`src/rtl/uart_pkg.sv`:
```
// Shared definitions for the UART bus peripheral: register offsets, reset
// defaults, status bit positions and the serial frame state type.
package uart_pkg;

   typedef enum logic [31:0] {
      ADDR_RX_DATA          = 32'd0,
      ADDR_TX_DATA          = 32'd4,
      ADDR_RX_STATE         = 32'd8,
      ADDR_TX_STATE         = 32'd12,
      ADDR_BAUD_RATE        = 32'd16,
      ADDR_BUFFER_CLEAR     = 32'd20,
      ADDR_USE_FLOW_CONTROL = 32'd24
   } uart_addr_e;

   localparam int unsigned DEFAULT_RATE = 5207;
   localparam int unsigned FIFO_DEPTH   = 8;

   localparam int unsigned RX_ERR_BIT   = 5;
   localparam int unsigned RX_AVAIL_BIT = 4;
   localparam int unsigned TX_IDLE_BIT  = 4;

   typedef enum logic [1:0] {
      S_IDLE,
      S_START,
      S_DATA,
      S_STOP
   } frame_state_e;

endpackage

```
`src/rtl/uart_byte_fifo.sv`:
```
// Power-of-two byte FIFO with head-of-queue output; a push into a full FIFO
// is only accepted when a pop frees a slot in the same cycle.
module uart_byte_fifo
   import uart_pkg::*;
#(
   parameter int unsigned Depth = FIFO_DEPTH
) (
   input  logic                    clk,
   input  logic                    nReset,
   input  logic                    push,
   input  logic                    pop,
   input  logic                    clear,
   input  logic [7:0]              din,
   output logic [7:0]              dout,
   output logic                    full,
   output logic                    empty,
   output logic [$clog2(Depth):0]  count
);
   localparam int unsigned PtrW = $clog2(Depth);
   localparam logic [PtrW:0] FullCnt = (PtrW + 1)'(Depth);

   logic [7:0]      mem [Depth];
   logic [PtrW-1:0] rd_ptr, wr_ptr;
   logic            do_push, do_pop;

   assign empty   = (count == '0);
   assign full    = (count == FullCnt);
   assign do_pop  = pop && !empty;
   assign do_push = push && (!full || do_pop);
   assign dout    = mem[rd_ptr];

   always_ff @(posedge clk or posedge nReset) begin
      if (nReset) begin
         rd_ptr <= '0;
         wr_ptr <= '0;
         count  <= '0;
      end else if (clear) begin
         rd_ptr <= '0;
         wr_ptr <= '0;
         count  <= '0;
      end else begin
         if (do_push) wr_ptr <= wr_ptr + PtrW'(1);
         if (do_pop)  rd_ptr <= rd_ptr + PtrW'(1);
         case ({do_push, do_pop})
            2'b10:   count <= count + (PtrW + 1)'(1);
            2'b01:   count <= count - (PtrW + 1)'(1);
            default: ;
         endcase
      end
   end

   always_ff @(posedge clk) begin
      if (do_push && !clear) mem[wr_ptr] <= din;
   end

endmodule

```
`src/rtl/uart_bus_periph.sv`:
```
// Memory-mapped 8N1 UART: bus register slave, RX/TX byte FIFOs, per-frame
// latched baud divisor and optional cts flow control.
module uart_bus_periph
   import uart_pkg::*;
#(
   parameter int unsigned DefaultRate = DEFAULT_RATE,
   parameter int unsigned FifoDepth   = FIFO_DEPTH
) (
   input  logic        clk,
   input  logic        nReset,
   input  logic        rx,
   output logic        tx,
   input  logic        cts,
   output logic        rts,
   input  logic        wen,
   input  logic        ren,
   input  logic [31:0] addr,
   input  logic [31:0] wdata,
   input  logic [3:0]  strobe,
   output logic [31:0] rdata,
   output logic        error,
   output logic        request_stall
);
   localparam int unsigned CntW      = $clog2(FifoDepth) + 1;
   localparam logic [15:0] RateReset = 16'(DefaultRate);

   logic [15:0] rate;
   logic        use_fc, err, avail, clr_q;
   logic        wr_tx_data, wr_baud, wr_clear, wr_fc, abort;
   logic        rd_rx_data, rd_rx_state;
   logic [31:0] rdata_d;
   logic        strobe_unused;

   frame_state_e    rx_state;
   logic            rx_meta, rx_s, rx_prev;
   logic [15:0]     rx_cnt, rx_rate;
   logic [2:0]      rx_bit;
   logic [7:0]      rx_shift;
   logic            rx_done, rx_err;
   logic            rx_full, rx_empty, rx_overflow;
   logic [7:0]      rx_dout;
   logic [CntW-1:0] rx_count;

   frame_state_e    tx_state;
   logic [15:0]     tx_cnt, tx_rate;
   logic [2:0]      tx_bit;
   logic [7:0]      tx_shift;
   logic            tx_start, tx_full, tx_empty, tx_overflow;
   logic [7:0]      tx_dout;
   logic [CntW-1:0] tx_count;

   assign strobe_unused = ^strobe;
   assign request_stall = 1'b0;
   assign rts           = rx_full;

   assign wr_tx_data  = wen && (addr == ADDR_TX_DATA);
   assign wr_baud     = wen && (addr == ADDR_BAUD_RATE);
   assign wr_clear    = wen && (addr == ADDR_BUFFER_CLEAR) && (|wdata);
   assign wr_fc       = wen && (addr == ADDR_USE_FLOW_CONTROL);
   assign abort       = wen && ((addr == ADDR_RX_STATE) || (addr == ADDR_TX_STATE));
   assign rd_rx_data  = ren && (addr == ADDR_RX_DATA);
   assign rd_rx_state = ren && (addr == ADDR_RX_STATE);

   // A frame must not start on the clear cycle: its head byte is being discarded.
   assign tx_start    = (tx_state == S_IDLE) && !tx_empty && (cts || !use_fc)
                        && !abort && !clr_q;
   assign tx_overflow = wr_tx_data && tx_full && !tx_start;
   assign rx_overflow = rx_done && rx_full && !rd_rx_data;

   uart_byte_fifo #(.Depth(FifoDepth)) u_rx_fifo (
      .clk    (clk),
      .nReset (nReset),
      .push   (rx_done),
      .pop    (rd_rx_data),
      .clear  (clr_q),
      .din    (rx_shift),
      .dout   (rx_dout),
      .full   (rx_full),
      .empty  (rx_empty),
      .count  (rx_count)
   );

   uart_byte_fifo #(.Depth(FifoDepth)) u_tx_fifo (
      .clk    (clk),
      .nReset (nReset),
      .push   (wr_tx_data),
      .pop    (tx_start),
      .clear  (clr_q),
      .din    (wdata[7:0]),
      .dout   (tx_dout),
      .full   (tx_full),
      .empty  (tx_empty),
      .count  (tx_count)
   );

   always_comb begin
      rdata_d = '0;
      if (ren) begin
         case (addr)
            ADDR_RX_DATA: rdata_d[7:0] = rx_empty ? 8'h00 : rx_dout;
            ADDR_RX_STATE: begin
               rdata_d[RX_ERR_BIT]   = err;
               rdata_d[RX_AVAIL_BIT] = avail;
               rdata_d[3:0]          = 4'(rx_count);
            end
            ADDR_TX_STATE: begin
               rdata_d[31:16]       = rate;
               rdata_d[TX_IDLE_BIT] = (tx_state == S_IDLE);
               rdata_d[3:0]         = 4'(tx_count);
            end
            default: ;
         endcase
      end
   end

   always_ff @(posedge clk or posedge nReset) begin
      if (nReset) begin
         rate   <= RateReset;
         use_fc <= 1'b1;
         err    <= 1'b0;
         avail  <= 1'b0;
         error  <= 1'b0;
         clr_q  <= 1'b0;
         rdata  <= '0;
      end else begin
         rdata <= rdata_d;
         clr_q <= wr_clear;
         if (wr_baud) rate <= (wdata[15:0] < 16'd2) ? 16'd2 : wdata[15:0];
         if (wr_fc) use_fc <= |wdata;
         if (rx_done)          avail <= 1'b1;
         else if (rd_rx_data)  avail <= 1'b0;
         if (rx_err)           err <= 1'b1;
         else if (rd_rx_state) err <= 1'b0;
         if (clr_q)                            error <= 1'b0;
         else if (tx_overflow || rx_overflow)  error <= 1'b1;
      end
   end

   // Receiver: rx is double-synchronised; the byte is pushed the cycle after
   // a good stop bit, while rx_shift still holds it.
   always_ff @(posedge clk or posedge nReset) begin
      if (nReset) begin
         rx_meta  <= 1'b1;
         rx_s     <= 1'b1;
         rx_prev  <= 1'b1;
         rx_state <= S_IDLE;
         rx_cnt   <= '0;
         rx_rate  <= RateReset;
         rx_bit   <= '0;
         rx_shift <= '0;
         rx_done  <= 1'b0;
         rx_err   <= 1'b0;
      end else begin
         rx_meta <= rx;
         rx_s    <= rx_meta;
         rx_prev <= rx_s;
         rx_done <= 1'b0;
         rx_err  <= 1'b0;
         if (abort) begin
            rx_state <= S_IDLE;
            rx_cnt   <= '0;
         end else begin
            case (rx_state)
               S_IDLE: begin
                  if (rx_prev && !rx_s) begin
                     rx_state <= S_START;
                     rx_cnt   <= '0;
                     rx_rate  <= rate;
                  end
               end
               S_START: begin
                  if (rx_cnt == (rx_rate >> 1) - 16'd1) begin
                     rx_cnt   <= '0;
                     rx_bit   <= '0;
                     rx_state <= rx_s ? S_IDLE : S_DATA;
                  end else begin
                     rx_cnt <= rx_cnt + 16'd1;
                  end
               end
               S_DATA: begin
                  if (rx_cnt == rx_rate - 16'd1) begin
                     rx_cnt   <= '0;
                     rx_shift <= {rx_s, rx_shift[7:1]};
                     rx_bit   <= rx_bit + 3'd1;
                     if (rx_bit == 3'd7) rx_state <= S_STOP;
                  end else begin
                     rx_cnt <= rx_cnt + 16'd1;
                  end
               end
               S_STOP: begin
                  if (rx_cnt == rx_rate - 16'd1) begin
                     rx_cnt   <= '0;
                     rx_state <= S_IDLE;
                     if (rx_s) rx_done <= 1'b1;
                     else      rx_err  <= 1'b1;
                  end else begin
                     rx_cnt <= rx_cnt + 16'd1;
                  end
               end
               default: rx_state <= S_IDLE;
            endcase
         end
      end
   end

   always_ff @(posedge clk or posedge nReset) begin
      if (nReset) begin
         tx_state <= S_IDLE;
         tx       <= 1'b1;
         tx_cnt   <= '0;
         tx_rate  <= RateReset;
         tx_bit   <= '0;
         tx_shift <= '0;
      end else if (abort) begin
         tx_state <= S_IDLE;
         tx       <= 1'b1;
         tx_cnt   <= '0;
      end else begin
         case (tx_state)
            S_IDLE: begin
               if (tx_start) begin
                  tx_state <= S_START;
                  tx       <= 1'b0;
                  tx_cnt   <= '0;
                  tx_rate  <= rate;
                  tx_shift <= tx_dout;
                  tx_bit   <= '0;
               end
            end
            S_START: begin
               if (tx_cnt == tx_rate - 16'd1) begin
                  tx_cnt   <= '0;
                  tx       <= tx_shift[0];
                  tx_shift <= {1'b0, tx_shift[7:1]};
                  tx_state <= S_DATA;
               end else begin
                  tx_cnt <= tx_cnt + 16'd1;
               end
            end
            S_DATA: begin
               if (tx_cnt == tx_rate - 16'd1) begin
                  tx_cnt <= '0;
                  tx_bit <= tx_bit + 3'd1;
                  if (tx_bit == 3'd7) begin
                     tx       <= 1'b1;
                     tx_state <= S_STOP;
                  end else begin
                     tx       <= tx_shift[0];
                     tx_shift <= {1'b0, tx_shift[7:1]};
                  end
               end else begin
                  tx_cnt <= tx_cnt + 16'd1;
               end
            end
            S_STOP: begin
               if (tx_cnt == tx_rate - 16'd1) begin
                  tx_cnt   <= '0;
                  tx_state <= S_IDLE;
               end else begin
                  tx_cnt <= tx_cnt + 16'd1;
               end
            end
            default: begin
               tx_state <= S_IDLE;
               tx       <= 1'b1;
            end
         endcase
      end
   end

endmodule

```
`config.mk`:
```
export PLATFORM = sky130hd
export DESIGN_NAME = uart_bus_periph
export DESIGN_NICKNAME = d
export VERILOG_FILES = /design/src/rtl/uart_pkg.sv /design/src/rtl/uart_byte_fifo.sv /design/src/rtl/uart_bus_periph.sv
export SDC_FILE = /design/constraint.sdc
export NUM_CORES = 1
export LEC_CHECK = 0
export ABC_AREA = 1
export CAP_MARGIN = 20
export CORE_MARGIN = 2
export CORE_UTILIZATION = 44
export DETAILED_ROUTE_END_ITERATION = 12
export HOLD_SLACK_MARGIN = 0.1
export PLACE_DENSITY = 0.74
export SLEW_MARGIN = 20
export SYNTH_ARGS = -nofsm -noshare
export SYNTH_HDL_FRONTEND = slang
export SYNTH_SLANG_ARGS = --single-unit
```
`constraint.sdc`:
```
create_clock -name clk -period 10.4 [get_ports clk]
set_input_delay 2.08 -clock clk [delete_from_list [all_inputs] [get_ports clk]]
set_output_delay 2.08 -clock clk [all_outputs]
set_load 0.02 [all_outputs]
```
==> results.md, run 1 <==
* Clock transition at path regs at 0.06 ns
* Slew @ Worst Pin at 0.983 ns
* Final hold viol count at 0
* Ys flop type: dfrtp_1
* Hold Path Class: reg2reg
* Fin crit period at 5.24 ns
* Post-CTS sizing at 0
* Worst reg-to-reg setup slack at 6.91 ns
* Latest clock arrival within the worst-skew pair at 0.58 ns
* Syn Inst Count at 1632
* Register area share after synthesis at 0.539
* Maximum VDD drop at 142 µV
* Fillcell total at 2954
* Run status: complete, no violations
* Core area at 32700 µm²
* WL per Instance at 15.9 µm
* Remaining DRCs at 0
* Synth Warn # at 0
* Via count at 11481
* Post-CTS Setup Inserts at 0
* Share of cells above drive strength 1 at 0.0925
* CTS Root Cell: clkbuf_16
* CTS tree: built
* Crit path kind: in2reg
* Rel. slew slack at 0.342
* Crit Path Max Fanout at 42
* Vias in the first global route at 11116
* Final HPWL DP at 24100 µm
* Hold EP: rx_s$_DFF_PP1_
* Syn avg cell area at 8.99 µm²
* Bufs on Longest Clock Path at 3
* Largest net degree at the start of global routing at 84
* Total track usage at 0.200
* I/O Pins at 110
* Buffers on Ports at 96
* Inserted Clock Buffers at 31
* Mapped cell area at 14700 µm²
* EDFF count, synth at 128
* DRT Pass-1 Iters at 6
* ANT cells at 0
* Worst r2r dst: u_tx_fifo.count[3]$_DFFE_PP0P_
* Hold depth at 0
* Sink Count at 289
* Period utilisation layout at 0.504
* DRT Wirelength at 34600 µm
* Asr flop ratio synth at 0.557
* Worst reg-to-reg path cell count at 14
* RSZ-0062 raised after global routing: false
* Die H at 187 µm
* Synthesis-stage register bit count at 289
* Setup TNS at 0 ns
* Die ar. at 34800 µm²
* Initial core utilization at 0.449
* Vias per inst at 5.26
* Leakage at 0.00754 µW
* Max-cap violation count at 0
* Std-Cell Rows at 66
* Pwr dens at 167 nW/µm²
* Drt initial violations at 1004
* Routed Antenna Nets at 0
* Final Skew at 0.0188 ns
* Worst Setup Start Kind: input pin
* Crit end category: register
* Cts hold-fix bufs at 0
* Slew Viols, Final at 0
* Netlist cell types at 60
* H-tree depth at 1
* Initial antenna violation count at 0
* Setup violators final at 0
* CP arrival at 5.70 ns
* RR Startpoint: tx_state[0]$_DFFE_PP0P_
* First-pass GRT wire length at 56800 µm
* Layout Utilization at 0.524
* HP Start: rx_meta$_DFF_PP1_
* Layout Area Growth over Synthesis at 16.7%
* # nets final at 1812
* Routability cong. at 0.900
* Worst Path Required at 10.86 ns
* Die W at 187 µm
* Grt total ovfl at 0
* Max frequency at 191 MHz
cells in the mapped netlist, types with 4 or more instances:
cell type,n,area share
inv_2,4,0.0010
o21ai_2,8,0.0048
nor3_1,31,0.011
nand2_2,13,0.0055
clkbuf_1,37,0.0095
xor2_1,43,0.026
nand3_1,93,0.032
edfxtp_1,128,0.26
dfrtp_1,135,0.23
nor2_1,175,0.045
or2_2,6,0.0026
buf_2,6,0.0020
o211ai_1,6,0.0031
xnor2_1,29,0.017
a221oi_1,6,0.0036
nor4_1,14,0.0060
nor3b_1,4,0.0020
mux2_4,4,0.0041
ha_1,21,0.018
buf_6,4,0.0031
buf_4,11,0.0056
inv_1,161,0.041
dfstp_2,26,0.047
nand2_1,381,0.097
a21oi_1,36,0.012
o221ai_1,5,0.0030
nor2_4,10,0.0077
nand3b_1,7,0.0036
nor2_2,12,0.0051
nand4_1,17,0.0072
o22ai_1,35,0.015
o21ai_0,127,0.043
state kept, by name, indices dropped and copies added (netlist names), 4 cells and up:
name,cells
rx_cnt,16
rx_shift,8
rate,16
tx_cnt,16
rdata,24
tx_shift,8
u_tx_fifo.count,4
tx_rate,16
u_tx_fifo.mem,64
u_rx_fifo.mem,64
rx_rate,16
u_rx_fifo.count,4
cells by family after synthesis:
family | Yosys count | synth area share
AO/OA/AOI/OAI | 237 | 0.0926
AND/OR/NAND/NOR | 775 | 0.233
adder cells (fa/ha/maj) | 23 | 0.0206
XOR/XNOR | 73 | 0.0445
multiplexers | 7 | 0.00639
buffers and inverters | 227 | 0.0636
other | 1 | 0.000256
flip-flops | 289 | 0.539
how the worst max path moves through the flow:
stage	startpoint	to	slack, ns	cells after the start
floorplan	nReset	avail$_DFFE_PP0P_	4.01	1
global placement	addr[19]	u_tx_fifo.mem[2][6]$_DFFE_PP_	4.65	16
detailed placement	addr[9]	u_tx_fifo.mem[5][7]$_DFFE_PP_	4.61	14
CTS	addr[9]	u_tx_fifo.mem[1][7]$_DFFE_PP_	5.19	14
global route	addr[9]	u_tx_fifo.count[3]$_DFFE_PP0P_	4.80	17
finish	addr[9]	u_tx_fifo.count[3]$_DFFE_PP0P_	5.16	17
metrics by stage:
step	area (µm²)	std cells	power, µW	hold slack, ns	setup slack (ns)
after floorplan	14700	1640	1600	0.345	4.01
after global placement	16000	2123	1680	0.348	4.65
after detailed placement	16000	2124	1690	0.354	4.61
after CTS	17100	2182	2870	0.359	5.19
after global routing	17100	2182	2980	0.361	4.80
final	17100	2182	2850	0.358	5.16
power breakdown:
group | switching, µW | internal (µW)
Combinational | 247 | 144
Clock | 464 | 720
Sequential | 40.8 | 1240
Total | 752 | 2100
layout by cell type, fill, tap and decap left out, types with 17 or more instances in the layout:
cell             netlist  routed
a21oi_1               36      36
clkbuf_16              0      32
clkdlybuf4s50_1        0      96
dfrtp_1              135     135
dfstp_2               26      26
edfxtp_1             128     128
ha_1                  21      21
inv_1                161     160
nand2_1              381     381
nand3_1               93      93
nand4_1               17      17
nor2_1               175     175
nor3_1                31      23
o21ai_0              127     127
o22ai_1               35      35
xnor2_1               29      29
xor2_1                43      43
critical path: stages:
cell	delay, ns
clkdlybuf4s50_1	0.40
nor2_1	0.10
nand4_1	0.30
nor3_1	0.29
nand2_1	0.15
inv_1	0.12
nand2_2	0.26
nand2_1	0.14
buf_4	0.35
nor2_1	0.20
ha_1	0.38
a21oi_1	0.17
nand2_1	0.09
xor2_1	0.16
or2_2	0.30
nand4_1	0.09
o21ai_0	0.10
area by class of cell:
cell class / instances / area [µm²] / area share
Clock buffer: 43 / 882 / 0.0515
Clock inverter: 15 / 228 / 0.0133
Inverter: 166 / 628 / 0.0367
Multi-Input combinational cell: 1124 / 5910 / 0.345
Sequential cell: 289 / 7910 / 0.462
Tap cell: 442 / 553 / 0.0323
Timing Repair Buffer: 103 / 1020 / 0.0596
per-layer routing:
| metal | up-vias | wire [µm] | track usage |
|---|---|---|---|
| met5 | - | 0 | 0 |
| met4 | 0 | 1020 | 0.0641 |
| met3 | 67 | 2470 | 0.0389 |
| met2 | 384 | 15900 | 0.322 |
| met1 | 5454 | 15200 | 0.273 |
| li1 | 5576 | - | - |
Note: power is estimated with default switching activity, not from simulation.
==> run 2, diff against run 1 <==
--- a/config.mk
+++ b/config.mk
@@ -11,7 +11,7 @@
 export CORE_UTILIZATION = 44
 export DETAILED_ROUTE_END_ITERATION = 12
 export HOLD_SLACK_MARGIN = 0.1
-export PLACE_DENSITY = 0.74
+export PLACE_DENSITY = 0.76
 export SLEW_MARGIN = 20
 export SYNTH_ARGS = -nofsm -noshare
 export SYNTH_HDL_FRONTEND = slang
==> constraint.sdc (replaced) <==
create_clock -name clk -period 4.6 [get_ports clk]
set_input_delay 0.92 -clock clk [delete_from_list [all_inputs] [get_ports clk]]
set_output_delay 0.92 -clock clk [all_outputs]
set_load 0.02 [all_outputs]
==> results.md, run 2 (synthesis gave the netlist of run 1 again) <==
* Crit-path cells: clkdlybuf4s50_1 > nor2_1 > inv_1 > nor2_1 > nand2_1 > nor2_1 > nand2_1 > nor2_2 > inv_1 > nor2_2 > nand2_1 > inv_1 > ha_1 > a21oi_1 > nand2_1 > xor2_1 > xor2_1 > nand2_1 > o21ai_0
* Drt initial violations at 928
* Pwr dens at 372 nW/µm²
* First-pass GRT wire length at 56800 µm
* Crit end category: register
* CP dominant cell by count: nand2_1
* Share of cells above drive strength 1 at 0.0987
* Inserted Clock Buffers at 30
* Worst Path Required at 5.07 ns
* Routability cong. at 0.886
* Largest regs: u_rx_fifo.mem: 64 flops, u_tx_fifo.mem: 64 flops, rdata: 24 flops
* Crit path kind: in2reg
* Slew @ Worst Pin at 1.07 ns
* Worst path slowest cell: clkdlybuf4s50_1
* Std-Cell Rows at 66
* CTS tree: built
* Setup violators final at 0
* Hold Path Class: reg2reg
* Slew Viols, Final at 0
* Hold depth at 0
* Cell family with most CP delay: simple AND/OR/NAND/NOR gates
* Post-DP Area at 16100 µm²
* # nets final at 1826
* Post-CTS Setup Inserts at 0
* Via count at 11534
* Tot Pwr at 6400 µW
* Hold EP: rx_s$_DFF_PP1_
* Core area at 32700 µm²
* Routed Antenna Nets at 0
* Max frequency at 281 MHz
* CP arrival at 4.03 ns
* Final HPWL DP at 25100 µm
* Initial antenna violation count at 0
* Leakage at 0.00760 µW
* Remaining DRCs at 0
* Setup TNS at 0 ns
* DRT Pass-1 Iters at 5
* Worst Setup Start Kind: input pin
* I/O Pins at 110
* Initial core utilization at 0.449
* Final hold viol count at 0
* Largest net degree at the start of global routing at 73
* HP Start: rx_meta$_DFF_PP1_
* Worst path bufs/invs at 4
* Fillcell total at 2908
* Die W at 187 µm
* Post-route design area at 17200 µm²
* Hold Slack at 0.360 ns
* Total track usage at 0.199
* Rel. slew slack at 0.282
* Worst reg-to-reg path cell count at 10
* Clock transition at path regs at 0.06 ns
* DRT Wirelength at 35000 µm
* Vias in the first global route at 11156
* Max-cap violation count at 0
* Final Skew at 0.0466 ns
* RSZ-0062 raised after global routing: false
* Most frequent cells in the layout: nand2_1 (381), nor2_1 (175), inv_1 (160)
* Post-CTS sizing at 0
* Maximum VDD drop at 315 µV
* RR Startpoint: tx_state[1]$_DFFE_PP0P_
* Most common cell after layout, fill and taps aside: nand2_1
* CP max stage delay at 0.39 ns
* Period utilisation layout at 0.774
* Grt total ovfl at 0
* Worst r2r dst: u_tx_fifo.mem[4][7]$_DFFE_PP_
* Layout Area Growth over Synthesis at 17.3%
* Cts hold-fix bufs at 0
* ANT cells at 0
* WL per Instance at 15.9 µm
* Sink Count at 289
* Vias per inst at 5.25
* Buffers on Ports at 96
* Die H at 187 µm
* CTS Root Cell: clkbuf_16
* Fin crit period at 3.56 ns
* Crit Path Max Fanout at 6
* H-tree depth at 1
* Layout Utilization at 0.527
* Die ar. at 34800 µm²
* Bufs on Longest Clock Path at 3
* Run status: complete, no violations
* Latest clock arrival within the worst-skew pair at 0.59 ns
* Worst reg-to-reg setup slack at 1.29 ns
==> run 2: cell types whose count changed in the layout (fill, tap and decap cells not counted), moves of 2 or more <==
| cell | delta |
|---|---|
| nor3_1 | +3 |
| nor3_2 | -3 |
| clkbuf_1 | -4 |
| clkinvlp_4 | +2 |
| clkbuf_8 | +4 |
| inv_6 | -2 |
| clkinv_1 | +2 |
| buf_4 | +14 |
| clkbuf_16 | -2 |
==> run 2: how the worst max path moves through the flow <==
stage | start | end | depth (start not counted)
floorplan | addr[19] | u_tx_fifo.count[3]$_DFFE_PP0P_ | 17
global placement | addr[11] | u_tx_fifo.mem[2][5]$_DFFE_PP_ | 10
detailed placement | addr[11] | u_tx_fifo.mem[0][5]$_DFFE_PP_ | 10
CTS | addr[11] | u_tx_fifo.mem[0][0]$_DFFE_PP_ | 10
global route | addr[1] | u_rx_fifo.count[3]$_DFFE_PP0P_ | 19
finish | addr[1] | u_rx_fifo.count[3]$_DFFE_PP0P_ | 19
==> run 2: routing by layer <==
layer  share of wire  track usage
met3           0.058       0.0284
met1            0.44        0.269
met4           0.031       0.0614
met2            0.47        0.333
met5               0            0
==> run 2: layout make-up <==
class	count	area (µm²)	share of cell area
repair buffers	118	1140	0.0662
well taps	442	553	0.0321
inverters	166	627	0.0364
clock buffers	41	872	0.0507
clock inverters	15	230	0.0134
multi-input cells	1124	5890	0.342
flip-flops and latches	289	7910	0.459
==> run 2: stage by stage <==
stage / worst slack [ns] / cells
2_1_floorplan: 1.46 / 1640
3_3_place_gp: 0.538 / 2137
3_5_place_dp: 0.466 / 2138
4_1_cts: 1.06 / 2194
5_1_grt: 0.801 / 2195
6_report: 1.04 / 2195
==> run 2: power by group <==
group	switching, µW	internal (µW)
Sequential	93.2	2800
Combinational	551	329
Clock	1020	1610
==> run 2: worst reg2reg max path, stage by stage (launching register included) <==
cell     delay (ns)
dfrtp_1        0.41
inv_1          0.10
ha_1           0.17
inv_1          0.12
nor4_1         0.50
nand2_1        0.20
nand2_1        0.14
nand2_1        0.08
nor2_1         0.17
nand2_1        0.19
nor3_1         0.86
==> run 3, diff against run 2 <==
--- a/config.mk
+++ b/config.mk
@@ -11,7 +11,7 @@
 export CORE_UTILIZATION = 44
 export DETAILED_ROUTE_END_ITERATION = 12
 export HOLD_SLACK_MARGIN = 0.1
-export PLACE_DENSITY = 0.76
+export PLACE_DENSITY = 0.74
 export SLEW_MARGIN = 20
 export SYNTH_ARGS = -nofsm -noshare
 export SYNTH_HDL_FRONTEND = slang
==> constraint.sdc (replaced) <==
create_clock -name clk -period 3.5 [get_ports clk]
set_input_delay 0.7 -clock clk [delete_from_list [all_inputs] [get_ports clk]]
set_output_delay 0.7 -clock clk [all_outputs]
set_load 0.02 [all_outputs]
==> results.md, run 3 (synthesis gave the netlist of run 1 again) <==
* Crit path kind: in2reg
* RSZ-0062 raised after global routing: false
* Largest net degree at the start of global routing at 81
* Run status: complete, no violations
* First-pass GRT wire length at 58000 µm
* Fin crit period at 3.14 ns
* Vias per inst at 5.23
* Via count at 11629
* Setup violators final at 0
* Layout Area Growth over Synthesis at 18.3%
* Pwr dens at 479 nW/µm²
* Worst reg-to-reg path cell count at 10
* ANT cells at 0
* Non-Filler Instances at 2223
* Wire length on met1 at 15800 µm
* Sw Share at 0.270
* Seq pwr share at 0.457
* Routed Antenna Nets at 0
* Crit end category: register
* Period utilisation layout at 0.896
* WL per Instance at 16.0 µm
* Met3 WL at 2070 µm
* Clock transition at path regs at 0.06 ns
* Hold Path Class: reg2reg
* Final hold viol count at 0
* Post-CTS Setup Inserts at 0
* Leakage at 0.00770 µW
* Post-route design area at 17400 µm²
* Worst Setup Start Kind: input pin
* Bufs on Longest Clock Path at 3
* Hold depth at 0
* CTS tree: built
* Cell Int Power at 6070 µW
* Slew @ Worst Pin at 1.06 ns
* Net Sw Power at 2250 µW
* Worst Path Required at 3.70 ns
* Buffers on Ports at 96
* DRT Pass-1 Iters at 5
* Grt total ovfl at 0
* Remaining DRCs at 0
* # placed instances at 2165
* HP Start: rx_meta$_DFF_PP1_
* H-tree depth at 1
* Die W at 187 µm
* CP arrival at 3.33 ns
* Sink Count at 289
* Slew Viols, Final at 0
* Total track usage at 0.204
* Initial core utilization at 0.449
* # nets final at 1853
* Largest regs: u_rx_fifo.mem: 64 flops, u_tx_fifo.mem: 64 flops, rdata: 24 flops
* Vias in the first global route at 11461
* Rel. slew slack at 0.290
* RR Startpoint: tx_state[0]$_DFFE_PP0P_
* DRT Wirelength at 35600 µm
* Most frequent cells in the layout: nand2_1 (381), nor2_1 (175), inv_1 (160)
* Inserted Clock Buffers at 31
* I/O Pins at 110
* CTS Root Cell: clkbuf_16
* Routability cong. at 0.891
* Die H at 187 µm
* Final HPWL DP at 25500 µm
* Most common cell after layout, fill and taps aside: nand2_1
* Post-CTS sizing at 0
* Drt initial violations at 961
* Initial antenna violation count at 0
* Die ar. at 34800 µm²
* Maximum VDD drop at 456 µV
* Highest Signal Layer: met4
* Setup crit start: addr[13]
* Latest clock arrival within the worst-skew pair at 0.58 ns
* Clock power frac at 0.397
* Std-Cell Rows at 66
* Final Skew at 0.0153 ns
* Share of cells above drive strength 1 at 0.111
* Cts hold-fix bufs at 0
* Post-DP Area at 16300 µm²
* Metal2 WL at 16600 µm
* Crit Path Max Fanout at 8
* Max-cap violation count at 0
* Max frequency at 319 MHz
* Combinational fraction of design power at 0.146
* Core area at 32700 µm²
## run 3: cell count changes in the layout (fill, tap and decap cells not counted), moves of 2 or more
cell       before  now
buf_4          19   46
clkbuf_1        3    8
clkbuf_8        8    3
clkinv_1        4    2
clkinv_2        3    5
bufinv_16       5    3
## run 3: worst paths after layout
check	endpoint	slack, ns
max	u_tx_fifo.mem[4][2]$_DFFE_PP_	0.36
max in group asynchronous	tx$_DFFE_PP1P_	2.20
max reg2reg	u_tx_fifo.mem[4][2]$_DFFE_PP_	0.49
min in group asynchronous	rx_cnt[13]$_DFFE_PP0P_	0.50
min reg2reg	rx_s$_DFF_PP1_	0.36
min	rx_s$_DFF_PP1_	0.36
## run 3: final cells by class
cell class	instances	area (µm²)
Fill cell	2894	15300
Multi-Input combinational cell	1124	5890
Timing Repair Buffer	144	1350
Clock inverter	16	188
Sequential cell	289	7910
Inverter	166	627
Tap cell	442	553
Clock buffer	42	847
## run 3: power groups by stage
stage	combinational (µW)	clock, µW	sequential [µW]
2_1_floorplan	908	0	3830
3_3_place_gp	1180	0	3860
3_5_place_dp	1210	0	3870
4_1_cts	1210	3350	3800
5_1_grt	1370	3500	3820
6_report	1210	3300	3800
## run 3: critical path: stages
cell             delay (ns)
clkdlybuf4s50_1        0.41
nor2_1                 0.12
nand4_1                0.24
inv_1                  0.16
nand4_1                0.13
nor3_1                 0.17
buf_4                  0.14
nand2_1                0.07
nor2_1                 0.16
nand2_1                0.18
nor3_1                 0.84
## run 3: metrics by stage
step	hold WS [ns]	worst slack (ns)	TNS, ns	util	total power (µW)
2_1_floorplan	0.345	0.577	0	-	4740
3_3_place_gp	0.349	-0.192	-8.09	0.498	5030
3_5_place_dp	0.350	-0.360	-16.41	0.498	5070
4_1_cts	0.361	0.253	0	0.530	8370
5_1_grt	0.367	0.0981	0	0.531	8690
6_report	0.358	0.364	0	0.531	8320
## run 3: per-layer routing
metal	global-route usage	up-vias
met5	0	-
met4	0.0690	0
met3	0.0269	67
met2	0.334	380
met1	0.280	5520
li1	-	5662
